## config.mk

```make
export PLATFORM = sky130hd
export DESIGN_NAME = disp_mux_sched_flat
export DESIGN_NICKNAME = d
export VERILOG_FILES = /design/src/rtl/disp_pkg.sv /design/src/rtl/disp_mux_sched_if.sv /design/src/rtl/seg_decode.sv /design/src/rtl/disp_mux_sched.sv /design/src/flat_wrapper.sv
export SDC_FILE = /design/constraint.sdc
export NUM_CORES = 1
export LEC_CHECK = 0
export CAP_MARGIN = 15
export CORE_ASPECT_RATIO = 1.25
export CORE_UTILIZATION = 48
export DETAILED_ROUTE_END_ITERATION = 16
export PLACE_DENSITY = 0.87
export SYNTH_ARGS = -nofsm -noshare
export SYNTH_HDL_FRONTEND = slang
export SYNTH_SLANG_ARGS = --single-unit
```

## constraint.sdc

```tcl
create_clock -name clk -period 4.6 [get_ports clk]
set_clock_uncertainty 0.2 [all_clocks]
set_input_delay 0.46 -clock clk [delete_from_list [all_inputs] [get_ports clk]]
set_output_delay 0.46 -clock clk [all_outputs]
set_load 0.005 [all_outputs]
```

## src/rtl/disp_pkg.sv

```systemverilog
// Shared types and constants for the multiplexed 7-segment display scheduler.
// Segment codes are active-low, bit order gfedcba, for common-anode displays.
package disp_pkg;

    typedef enum logic [1:0] {
        IDLE  = 2'd0,
        SHOW  = 2'd1,
        BLANK = 2'd2
    } disp_state_t;

    localparam logic [6:0] SEG_BLANK = 7'h7F;

    // Element 0 is the rightmost entry: index the table directly with the hex value.
    localparam logic [15:0][6:0] SEG_TABLE = {
        7'h0E, 7'h06, 7'h21, 7'h46, 7'h03, 7'h08, 7'h10, 7'h00,
        7'h78, 7'h02, 7'h12, 7'h19, 7'h30, 7'h24, 7'h79, 7'h40
    };

endpackage

```

## src/rtl/disp_mux_sched_if.sv

```systemverilog
// Control/display bundle between a digit producer and the display scheduler.
// The producer holds update_req and digits stable until update_ack is seen.
interface disp_mux_sched_if #(
    parameter int NDIGITS    = 4,
    parameter int DWELL_BITS = 8
);
    logic [4*NDIGITS-1:0]  digits;
    logic [NDIGITS-1:0]    digit_en;
    logic [DWELL_BITS-1:0] dwell;
    logic                  update_req;
    logic                  update_ack;
    logic [6:0]            seg;
    logic [NDIGITS-1:0]    enables;
    logic                  frame_done;

    modport master (
        output digits, digit_en, dwell, update_req,
        input  update_ack, seg, enables, frame_done
    );

    modport slave (
        input  digits, digit_en, dwell, update_req,
        output update_ack, seg, enables, frame_done
    );
endinterface

```

## src/rtl/seg_decode.sv

```systemverilog
// Combinational hex-to-segment lookup (active-low gfedcba), zero latency.
module seg_decode
    import disp_pkg::*;
(
    input  logic [3:0] hex,
    output logic [6:0] seg
);
    assign seg = SEG_TABLE[hex];
endmodule

```

## src/rtl/disp_mux_sched.sv

```systemverilog
// Time-multiplexes NDIGITS hex digits onto one segment bus; optional dead time between digits under DISP_BLANK_EN.
// enables/seg are registered and valid in the state they belong to; frame_done/update_ack are same-cycle strobes.
module disp_mux_sched
    import disp_pkg::*;
#(
    parameter int NDIGITS      = 4,
    parameter int DWELL_BITS   = 8,
    parameter int BLANK_CYCLES = 2
) (
    input  logic            clk,
    input  logic            reset,
    disp_mux_sched_if.slave bus
);
    localparam int IW = (NDIGITS > 1) ? $clog2(NDIGITS) : 1;
    typedef logic [IW-1:0] idx_t;

    if (NDIGITS < 2 || NDIGITS > 8 || BLANK_CYCLES < 0 || BLANK_CYCLES > 15) begin : g_bad_params
        $error("disp_mux_sched: NDIGITS or BLANK_CYCLES out of range");
    end

    disp_state_t           state, state_n;
    idx_t                  idx, idx_n, lowest, nxt;
    logic [DWELL_BITS-1:0] count, count_n, dwell_load;
    logic [4*NDIGITS-1:0]  disp_reg;
    logic                  ack_q, idle_acked, idle_acked_n;
    logic                  any_en, expire, boundary, ack;
    logic [NDIGITS-1:0]    enables_q, enables_n;
    logic [6:0]            seg_q, seg_n, seg_dec;
    logic [3:0]            nib_n;
`ifdef DISP_BLANK_EN
    logic [3:0]            bcnt, bcnt_n;
`endif

    function automatic logic bit_at(input logic [NDIGITS-1:0] v, input int n);
        logic [NDIGITS-1:0] s;
        s = v >> n;
        return s[0];
    endfunction

    // Next enabled digit strictly above cur, wrapping; returns cur when it is the only one.
    function automatic idx_t next_set(input logic [NDIGITS-1:0] en, input idx_t cur);
        idx_t r;
        logic found;
        int   j;
        r     = cur;
        found = 1'b0;
        for (int k = 1; k <= NDIGITS; k++) begin
            j = int'(cur) + k;
            if (j >= NDIGITS) j = j - NDIGITS;
            if (!found && bit_at(en, j)) begin
                r     = idx_t'(j);
                found = 1'b1;
            end
        end
        return r;
    endfunction

    always_comb begin : next_state_comb
        any_en     = |bus.digit_en;
        dwell_load = (bus.dwell == '0) ? '0 : bus.dwell - 1'b1;
        lowest     = '0;
        for (int i = NDIGITS - 1; i >= 0; i--) begin
            if (bit_at(bus.digit_en, i)) lowest = idx_t'(i);
        end
        nxt      = next_set(bus.digit_en, idx);
        expire   = (state == SHOW) && ((count == '0) || !bit_at(bus.digit_en, int'(idx)));
        boundary = expire && any_en && (nxt <= idx);
        ack      = !reset && bus.update_req && !ack_q &&
                   (boundary || ((state == IDLE) && !idle_acked));

        state_n = state;
        idx_n   = idx;
        count_n = count;
`ifdef DISP_BLANK_EN
        bcnt_n  = bcnt;
`endif
        if (!any_en) begin
            state_n = IDLE;
            count_n = '0;
        end else begin
            case (state)
                IDLE: begin
                    state_n = SHOW;
                    idx_n   = lowest;
                    count_n = dwell_load;
                end
                SHOW: begin
                    if (expire) begin
                        idx_n = nxt;
`ifdef DISP_BLANK_EN
                        if (BLANK_CYCLES > 0) begin
                            state_n = BLANK;
                            bcnt_n  = 4'(BLANK_CYCLES - 1);
                        end else begin
                            count_n = dwell_load;
                        end
`else
                        count_n = dwell_load;
`endif
                    end else begin
                        count_n = count - 1'b1;
                    end
                end
`ifdef DISP_BLANK_EN
                BLANK: begin
                    if (bcnt == 4'd0) begin
                        state_n = SHOW;
                        count_n = dwell_load;
                    end else begin
                        bcnt_n = bcnt - 4'd1;
                    end
                end
`endif
                default: state_n = IDLE;
            endcase
        end
        idle_acked_n = (state_n == IDLE) && (idle_acked || ack);
    end

    // A capture on this edge must be visible on the very first digit shown afterwards.
    always_comb begin : output_comb
        nib_n     = ack ? 4'(bus.digits >> (4 * int'(idx_n)))
                        : 4'(disp_reg >> (4 * int'(idx_n)));
        enables_n = '0;
        seg_n     = SEG_BLANK;
        if (state_n == SHOW) begin
            enables_n = {{(NDIGITS-1){1'b0}}, 1'b1} << idx_n;
            seg_n     = seg_dec;
        end
    end

    seg_decode u_seg_decode (
        .hex (nib_n),
        .seg (seg_dec)
    );

    always_ff @(posedge clk or posedge reset) begin : state_reg
        if (reset) begin
            state      <= IDLE;
            idx        <= '0;
            count      <= '0;
            disp_reg   <= '0;
            ack_q      <= 1'b0;
            idle_acked <= 1'b0;
            enables_q  <= '0;
            seg_q      <= SEG_BLANK;
`ifdef DISP_BLANK_EN
            bcnt       <= '0;
`endif
        end else begin
            state      <= state_n;
            idx        <= idx_n;
            count      <= count_n;
            ack_q      <= ack;
            idle_acked <= idle_acked_n;
            enables_q  <= enables_n;
            seg_q      <= seg_n;
            if (ack) disp_reg <= bus.digits;
`ifdef DISP_BLANK_EN
            bcnt       <= bcnt_n;
`endif
        end
    end

    assign bus.enables    = enables_q;
    assign bus.seg        = seg_q;
    assign bus.frame_done = boundary;
    assign bus.update_ack = ack;

endmodule
```

## src/flat_wrapper.sv

```systemverilog
// flat-port wrapper written by rule: the top's interface ports become plain ports
module disp_mux_sched_flat import disp_pkg::*;
#(
    parameter int NDIGITS      = 4,
    parameter int DWELL_BITS   = 8,
    parameter int BLANK_CYCLES = 2
)
  (clk, reset, bus_digits, bus_digit_en, bus_dwell, bus_update_req, bus_update_ack, bus_seg, bus_enables, bus_frame_done);
  disp_mux_sched_if #(.NDIGITS(NDIGITS), .DWELL_BITS(DWELL_BITS)) bus_i ();
  input  logic clk;
  input  logic reset;
  input wire logic [$bits(bus_i.digits)-1:0] bus_digits;
  input wire logic [$bits(bus_i.digit_en)-1:0] bus_digit_en;
  input wire logic [$bits(bus_i.dwell)-1:0] bus_dwell;
  input wire logic [$bits(bus_i.update_req)-1:0] bus_update_req;
  output wire logic [$bits(bus_i.update_ack)-1:0] bus_update_ack;
  output wire logic [$bits(bus_i.seg)-1:0] bus_seg;
  output wire logic [$bits(bus_i.enables)-1:0] bus_enables;
  output wire logic [$bits(bus_i.frame_done)-1:0] bus_frame_done;
  assign bus_i.digits = bus_digits;
  assign bus_i.digit_en = bus_digit_en;
  assign bus_i.dwell = bus_dwell;
  assign bus_i.update_req = bus_update_req;
  assign bus_update_ack = bus_i.update_ack;
  assign bus_seg = bus_i.seg;
  assign bus_enables = bus_i.enables;
  assign bus_frame_done = bus_i.frame_done;
  disp_mux_sched #(.NDIGITS(NDIGITS), .DWELL_BITS(DWELL_BITS), .BLANK_CYCLES(BLANK_CYCLES)) u_core (.clk(clk), .reset(reset), .bus(bus_i));
endmodule
```

Yosys cells after proc, flatten, opt, wreduce, memory -nomap -nowiden --
Memories as Yosys holds them, arrays and structs flattened. Index checks and enable logic that the tools add are counted.
Storage, ports and cells: memories kept 1, register bits 41, bits in read-only memories 112, bits of input ports 31, word-level logic and storage cells 90, output and inout port bits 13
Operators by class: reduce and logical (&&, ||, !) cells 26, $add $sub $neg 10, equality and inequality tests 3, multiplexer cells 28, shifts and indexed selects 8, $lt $le $gt $ge 6
Memories:
- (name not given) | depth 16, bits a word 7, read ports 1, clocked after memory_dff 0, wr ports 0, RTL line seg_decode.sv:8 | assign seg = SEG_TABLE[hex];
Operators by type and width (number):
- greater-or-equal comparator 32 x 4 -> 1 bit, second input constant | 4
- 2-to-1 mux 32 bit | 4
- >> shifter 4 x 32 -> 1 bit | 4
- subtractor 32 x 4 -> 32 bit, second input constant | 4
- >> shifter 16 x 4 -> 4 bit | 2
- 2-to-1 mux 8 bit | 3
- 2-to-1 mux 2 bit | 11
- zero test 8 bit | 2
- case mux 8 bit (2 select lines) | 1
- subtractor 8 x 1 -> 8 bit, second input constant | 2
- 2-to-1 mux 7 bit | 2
- logical AND 1 bit | 11
- 2-to-1 mux 4 bit | 2
- case mux 2 bit (2 select lines) | 2
- zero test 1 bit | 7
- adder 2 x 2 -> 3 bit, second input constant | 2
- < comparator 4 x 5 -> 1 bit, second input constant | 1
- adder 2 x 3 -> 4 bit, second input constant | 1
- == test 2 x 1 -> 1 bit, second input constant | 2
- zero test 2 bit | 2
- OR reduction 4 bit | 1
- << shifter 1 x 2 -> 4 bit, first input constant | 1
- >> shifter 4 x 2 -> 1 bit | 1
- adder 2 x 1 -> 3 bit, second input constant | 1
- other kinds (4) | 8

Logic depth before layout (Yosys ltp) --
Gate-level depths: netlist of the first run.
word-level depth 22, mapped depth 24, depth with buffers taken out 21

Modules after synthesis --
A second synthesis of the first run with hierarchy kept.
Unflattened totals: cells, all modules 258, area, all modules 2692.6 um^2
By module, submodules not included:
- disp_mux_sched | cells each 226, instances 1, area each 2417.3 um^2, seq. area each 1034.7 um^2
- seg_decode | cells each 32, instances 1, area each 275.3 um^2, seq. area each 0.0 um^2

Worst setup path after synthesis of the first run --
Ideal clock, no wire load.
path kind register to register, from register u_core.idx[0], to register u_core.seg_q[5], in the netlist u_core.bus.seg[5], arrival 4.567 ns, required time 4.317 ns, cell stages (with the launch flop) 24, slack -0.251 ns, path through dfrtp_1 buf_2 inv_1 ha_1 a21o_1 or2_2 and2_1 o32ai_1 or2_2 ha_1 nor2b_1 a2bb2oi_1 nor3_2 o211a_1 buf_4 buf_4 mux2_2 mux2i_1 mux2_2 inv_1 ha_1 inv_1 mux2i_1 a221o_1
On the way: cells in the longest elaborated chain, start to end 22, elaborated cells between the ends (all ways) 51, classes of those cells 8 x add/sub; 5 x order compare; 7 x shift; 17 x mux; 13 x reduce/logical; 1 x memory
RTL lines:
- start: declaration | RTL line disp_mux_sched.sv:22 | idx_t idx, idx_n, lowest, nxt;
- start signal: assignment | RTL line disp_mux_sched.sv:152 | idx <= idx_n;
- adder 2 x 1 -> 3 bit | RTL line disp_mux_sched.sv:48 | j = int'(cur) + k;
- subtractor 32 x 4 -> 32 bit / greater-or-equal comparator 32 x 4 -> 1 bit (equally long branches) | RTL line disp_mux_sched.sv:49 | if (j >= NDIGITS) j = j - NDIGITS;
- 2-to-1 mux 32 bit | RTL line disp_mux_sched.sv:49
- >> shifter 4 x 32 -> 1 bit | RTL line disp_mux_sched.sv:36 | s = v >> n;
- 2-to-1 mux 1 bit | RTL line disp_mux_sched.sv:50 | if (!found && bit_at(en, j)) begin
- zero test 1 bit | RTL line disp_mux_sched.sv:50
- logical AND 1 bit | RTL line disp_mux_sched.sv:50
- 2-to-1 mux 1 bit | RTL line disp_mux_sched.sv:50
- (+8 left out)
- net bus_frame_done | RTL line flat_wrapper.sv:19 | output wire logic [$bits(bus_i.frame_done)-1:0] bus_frame_done;
- logical OR 1 bit (*) | RTL line disp_mux_sched.sv:69 | (boundary || ((state == IDLE) && !idle_acked));
- logical AND 1 bit (*) | RTL line disp_mux_sched.sv:68 | ack = !reset && bus.update_req && !ack_q &&
- net bus_update_ack | RTL line flat_wrapper.sv:16 | output wire logic [$bits(bus_i.update_ack)-1:0] bus_update_ack;
- 2-to-1 mux 4 bit (*) | RTL line disp_mux_sched.sv:122 | nib_n = ack ? 4'(bus.digits >> (4 * int'(idx_n)))
- memory read (16 x 7 bit) (*)
- 2-to-1 mux 7 bit (not written as such) (*) | RTL line seg_decode.sv:8
- 2-to-1 mux 7 bit (*) | RTL line disp_mux_sched.sv:126 | if (state_n == SHOW) begin
- net u_core.seg_n[5] | RTL line disp_mux_sched.sv:28 | logic [6:0] seg_q, seg_n, seg_dec;
- end signal: assignment | RTL line disp_mux_sched.sv:157 | seg_q <= seg_n;
- end: declaration | RTL line disp_mux_sched.sv:28
Mark *: on every way through the listed nets, which the timed path passes. The rest lies on a longest branch. The select of a mux whose other input is x is not followed. A chain may end at the register's enable or synchronous reset.

Final worst setup path of the first run --
from register u_core.idx[0], to register u_core.seg_q[3], in the netlist u_core.bus.seg[3]
On the way: cells in the longest elaborated chain, start to end 22, elaborated cells between the ends (all ways) 51, classes of those cells 8 x add/sub; 5 x order compare; 7 x shift; 17 x mux; 13 x reduce/logical; 1 x memory
RTL lines:
- adder 2 x 1 -> 3 bit | RTL line disp_mux_sched.sv:48
- subtractor 32 x 4 -> 32 bit / greater-or-equal comparator 32 x 4 -> 1 bit (equally long branches) | RTL line disp_mux_sched.sv:49
- 2-to-1 mux 32 bit | RTL line disp_mux_sched.sv:49
- >> shifter 4 x 32 -> 1 bit | RTL line disp_mux_sched.sv:36
- 2-to-1 mux 1 bit | RTL line disp_mux_sched.sv:50
- zero test 1 bit | RTL line disp_mux_sched.sv:50
- logical AND 1 bit | RTL line disp_mux_sched.sv:50
- 2-to-1 mux 1 bit | RTL line disp_mux_sched.sv:50
- (+7 left out)
- case mux 2 bit (2 select lines) / logical AND 1 bit (equally long branches) | RTL line disp_mux_sched.sv:81, disp_mux_sched.sv:67
- 2-to-1 mux 2 bit / logical OR 1 bit (equally long branches) | RTL line disp_mux_sched.sv:77, disp_mux_sched.sv:69
- >> shifter 16 x 4 -> 4 bit, or another cell as far along | RTL line disp_mux_sched.sv:123 | : 4'(disp_reg >> (4 * int'(idx_n)));
- 2-to-1 mux 4 bit (*) | RTL line disp_mux_sched.sv:122
- memory read (16 x 7 bit) (*)
- 2-to-1 mux 7 bit (not written as such) (*) | RTL line seg_decode.sv:8
- 2-to-1 mux 7 bit (*) | RTL line disp_mux_sched.sv:126
- net u_core.seg_n[3] | RTL line disp_mux_sched.sv:28
Marks and branches as above.

==> results of run 1 <==
[worst paths after layout]
path	cells after the start	start	endpoint	slack (ns)
worst max-delay path	22	u_core.idx[0]	u_core.bus.seg[3]	-0.07
worst min-delay path	2	reset	u_core.ack_q	0.14
worst max register to register	22	u_core.idx[0]	u_core.bus.seg[3]	-0.07
worst min register to register	1	u_core.disp_reg[13]	u_core.disp_reg[13]	0.30
max in group asynchronous	3	reset	u_core.idx[0]	3.37
min in group clk	1	u_core.disp_reg[13]	u_core.disp_reg[13]	0.30
[worst max-delay path: stages (launching register included)]
cell and delay [ns]:
dfrtp_2 0.49, buf_6 0.15, ha_1 0.21, nor2b_2 0.18, a2bb2oi_2 0.16, o22ai_2 0.26, o32ai_4 0.12, or2_4 0.25
ha_4 0.28, nor2b_1 0.19, a2bb2oi_2 0.18, nor3_2 0.08, o211a_1 0.26, buf_6 0.16, mux2_4 0.22, mux2i_4 0.09
mux2i_4 0.28, inv_4 0.11, buf_4 0.15, ha_1 0.19, nand2_1 0.07, o21ai_1 0.07, o31a_1 0.26
[cells in the final DEF, fill, tap and decap left out, types with 3 or more instances in the layout]
master / n
mux2_2: 9
mux2i_1: 8
dfrtp_1: 32
or3_1: 3
buf_12: 3
nor4_1: 4
nor3_1: 14
clkbuf_8: 6
nor2_1: 23
dlygate4sd2_1: 4
ha_1: 9
ha_4: 7
nand2b_1: 3
o21ai_0: 10
inv_1: 12
mux2_4: 11
a21oi_1: 12
mux2i_4: 4
dfstp_2: 7
o21ai_1: 3
nand3_1: 3
inv_2: 3
clkdlybuf4s50_1: 39
nand2_1: 14
xnor2_1: 4
inv_4: 4
buf_6: 4
a31oi_1: 3
buf_4: 36
[where the power goes]
group	leakage, nW	switching, mW	internal, mW
registers	0.488	0.0789	0.516
logic	1.15	0.993	1.09
clock network	0.0574	0.129	0.176
[timing repair]
action	4_1_cts	5_1_grt
gates resized for setup	16	47
gates cloned	0	0
setup endpoints to repair	7	8
pin swaps	2	7
setup buffers	9	4
[logic make-up (layout without fill, tap and decap cells)]
group	count (synthesis)	in the layout	share of synthesized area
other	1	1	0.00140
DFF	41	41	0.386
xor gates and xnor gates	5	5	0.0164
adders and majority gates	16	16	0.0748
muxes	36	36	0.157
and+or+nand+nor	83	83	0.159
AOI/OAI and AO/OA	57	57	0.155
buffers and inverters	31	113	0.0509
[Yosys cell counts (all sizes together) (2+ instances only)]
cell type,number
a2bb2oi,2
inv,19
o21ai,15
nor2,24
mux2i,13
a221o,2
nor3,16
o211a,2
or3,3
o31a,2
dfrtp,34
nor4,5
mux2,21
nand2,14
or2,4
a31oi,3
nor2b,4
ha,16
buf,7
clkbuf,5
dfstp,7
o32ai,2
o22ai,3
nand3,4
a21oi,12
nand2b,4
mux4,2
xnor2,4
[cell type report]
class                           count  area (sq um)  area share
Clock buffer                        6          82.6      0.0212
Clock inverter                      2          37.5     0.00962
Inverter                           19          81.3      0.0208
Multi-Input combinational cell    198          1780       0.457
Sequential cell                    41          1040       0.266
Tap cell                           64          80.1      0.0205
Timing Repair Buffer               86           801       0.205
[per-stage QoR]
step                      utilization  cell area, sq um  setup TNS [ns]
after floorplan                     -              2730               0
after global placement          0.630              3410           -1.40
after detailed placement        0.630              3410           -2.63
after CTS                       0.672              3630       -0.000535
after global routing            0.722              3900          -0.977
final                           0.722              3900          -0.133
[routing by layer]
metal / routed length (microns) / global-route usage / share of wire
met1: 2870 / 0.297 / 0.38
met2: 4280 / 0.448 / 0.56
met3: 255 / 0.0332 / 0.034
met4: 165 / 0.113 / 0.022
met5: 0 / 0 / 0
==> parameters.txt, run 1 <==
Parameter                              Value

Status
  Result of the run ... finished, violations left
  Failing checks ... negative setup slack

Routing
  Total via count in the routed design ... 2,431
  Post-DRT Antenna Nets ... 0
  Violation count after the first detailed-routing iteration ... roughly 130
  Count of TritonRoute iterations in the first routing pass ... 4
  Detail-routed net length per standard cell ... 18.2 microns
  DRC errors left ... 0
  Detailed-route wire length ... 7.58 mm
  Detail-routed via count per cell ... between 5 and 6

Finish
  Final Instance Count excl. Fillers ... between 400 and 500
  Layout overhead on the synthesized area ... 45.7%
  Antenna Cells ... 0
  Number of nets in the final layout ... approximately 400
  Fraction of layout instances using a drive strength above 1 ... 0.364
  Max reg flops ... 16
  Fill cells ... 358

Timing
  Worst path setup slack after routing ... -0.0727 ns
  Actual slew at the worst max-slew pin ... 0.706 ns
  Minimum clock period after layout ... 4.67 ns
  Final setup viols ... 3
  Peak clock frequency supported by timing ... 214 MHz
  Unrepaired setup endpoints after global routing ... true
  Number of max-slew violations in the final report ... 0
  Final hold vios ... 0
  Final cycle utilization of the critical path ... 1.02
  Max_slew headroom ... 0.528
  Final worst hold slack ... 0.144 ns

Global route
  Vias in the first global route ... 2,396
  Maximum number of pins on one net before global-route repair ... 41
  Global route total overflow ... 0
  Antenna violations before repair ... 0
  First-pass GRT wire length ... 11.1 mm
  Global routing usage summed across all routing layers ... 0.254

Yosys
  Average instance area after synthesis ... a little under 10 sq um
  Syn_nets ... roughly 320
  Netlist Area Pre-Place ... 0.00268 sq mm
  Area share of the largest cell type after synthesis ... 0.318
  Most used flip-flop cell after synthesis ... dfrtp_1
  Synth top area cells ... dfrtp_1, ha_1, dfstp_2, mux2_2, mux2i_1
  Number of enable-type register cells in the synthesized netlist ... 0
  Warnings from Yosys ... 0
  Fraction of registers with async set/reset ... 1.00
  Area leader, netlist ... dfrtp_1
  Part of the Yosys area used for sequential elements ... 0.386
  Synthesis-stage register bit count ... 41
  Unique cell type count in the Yosys netlist ... 61
  Gate count of the mapped netlist ... 270

Placement
  Final RePlAce weighted congestion ... between 0.8 and 0.9
  Port Buffers ... between 40 and 50
  Setup slack after placement ... -0.471 ns
  Number of placed instances with taps included ... just under 400
  HPWL reported at the end of detailed placement ... roughly 4.8 mm

Die
  Initial standard-cell utilization of the core ... 0.495
  Row Count ... 30
  CORE AREA ... between 0.005 and 0.006 sq mm
  Die Ht ... around 86 microns
  Horizontal die dimension ... around 69 microns
  Die area ... around 0.0059 sq mm
  Top-Level Pins ... 44

Setup path
  Highest net fanout along the worst path ... 6
  Crit path capture type ... flop
  Critical path required time ... between 4 and 5 ns
  Critical Path Source Type ... flop
  Signal arrival time at the worst endpoint ... between 4 and 5 ns
  Kind of critical path ... flop to flop

Clock network
  Sink count of the clock tree ... 41
  Clock tree buffer depth ... 2
  Clock buffer count from CTS ... 5
  Clock-pin transition on the worst setup and hold timing paths ... ~0.08 ns
  Root Driver ... clkbuf_8
  CTS tree ... done
  Number of hold-repair buffers added at the cts stage ... 0
  Clock insertion delay at the later pin of the skew report ... around 0.30 ns
  H-tree depth reported by CTS ... 2

Job
  MaxCap Viol Count ... 0

Power and ir drop
  Power density over the cells ... around 760 mW/mm^2
  LEAKAGE ... about 1.7 nW
  Worst vdd ir ... 0.517 mV
  Total power ... approximately 3.0 mW

Worst hold path
  Hold Path Class ... input port to async pin
No activity file was read; power rests on OpenSTA's default activity.
==> run 2: changes to the inputs <==
- ABC_CLOCK_PERIOD_IN_PS: not set -> 4600
==> results of run 2 <==
The final DEF is identical to that of run 1; final timing and power are the same.
==> run 3: changes to the inputs <==
- CAP_MARGIN: 15 -> 0
==> results of run 3 <==
The final DEF is identical to that of run 1; final timing and power are the same.
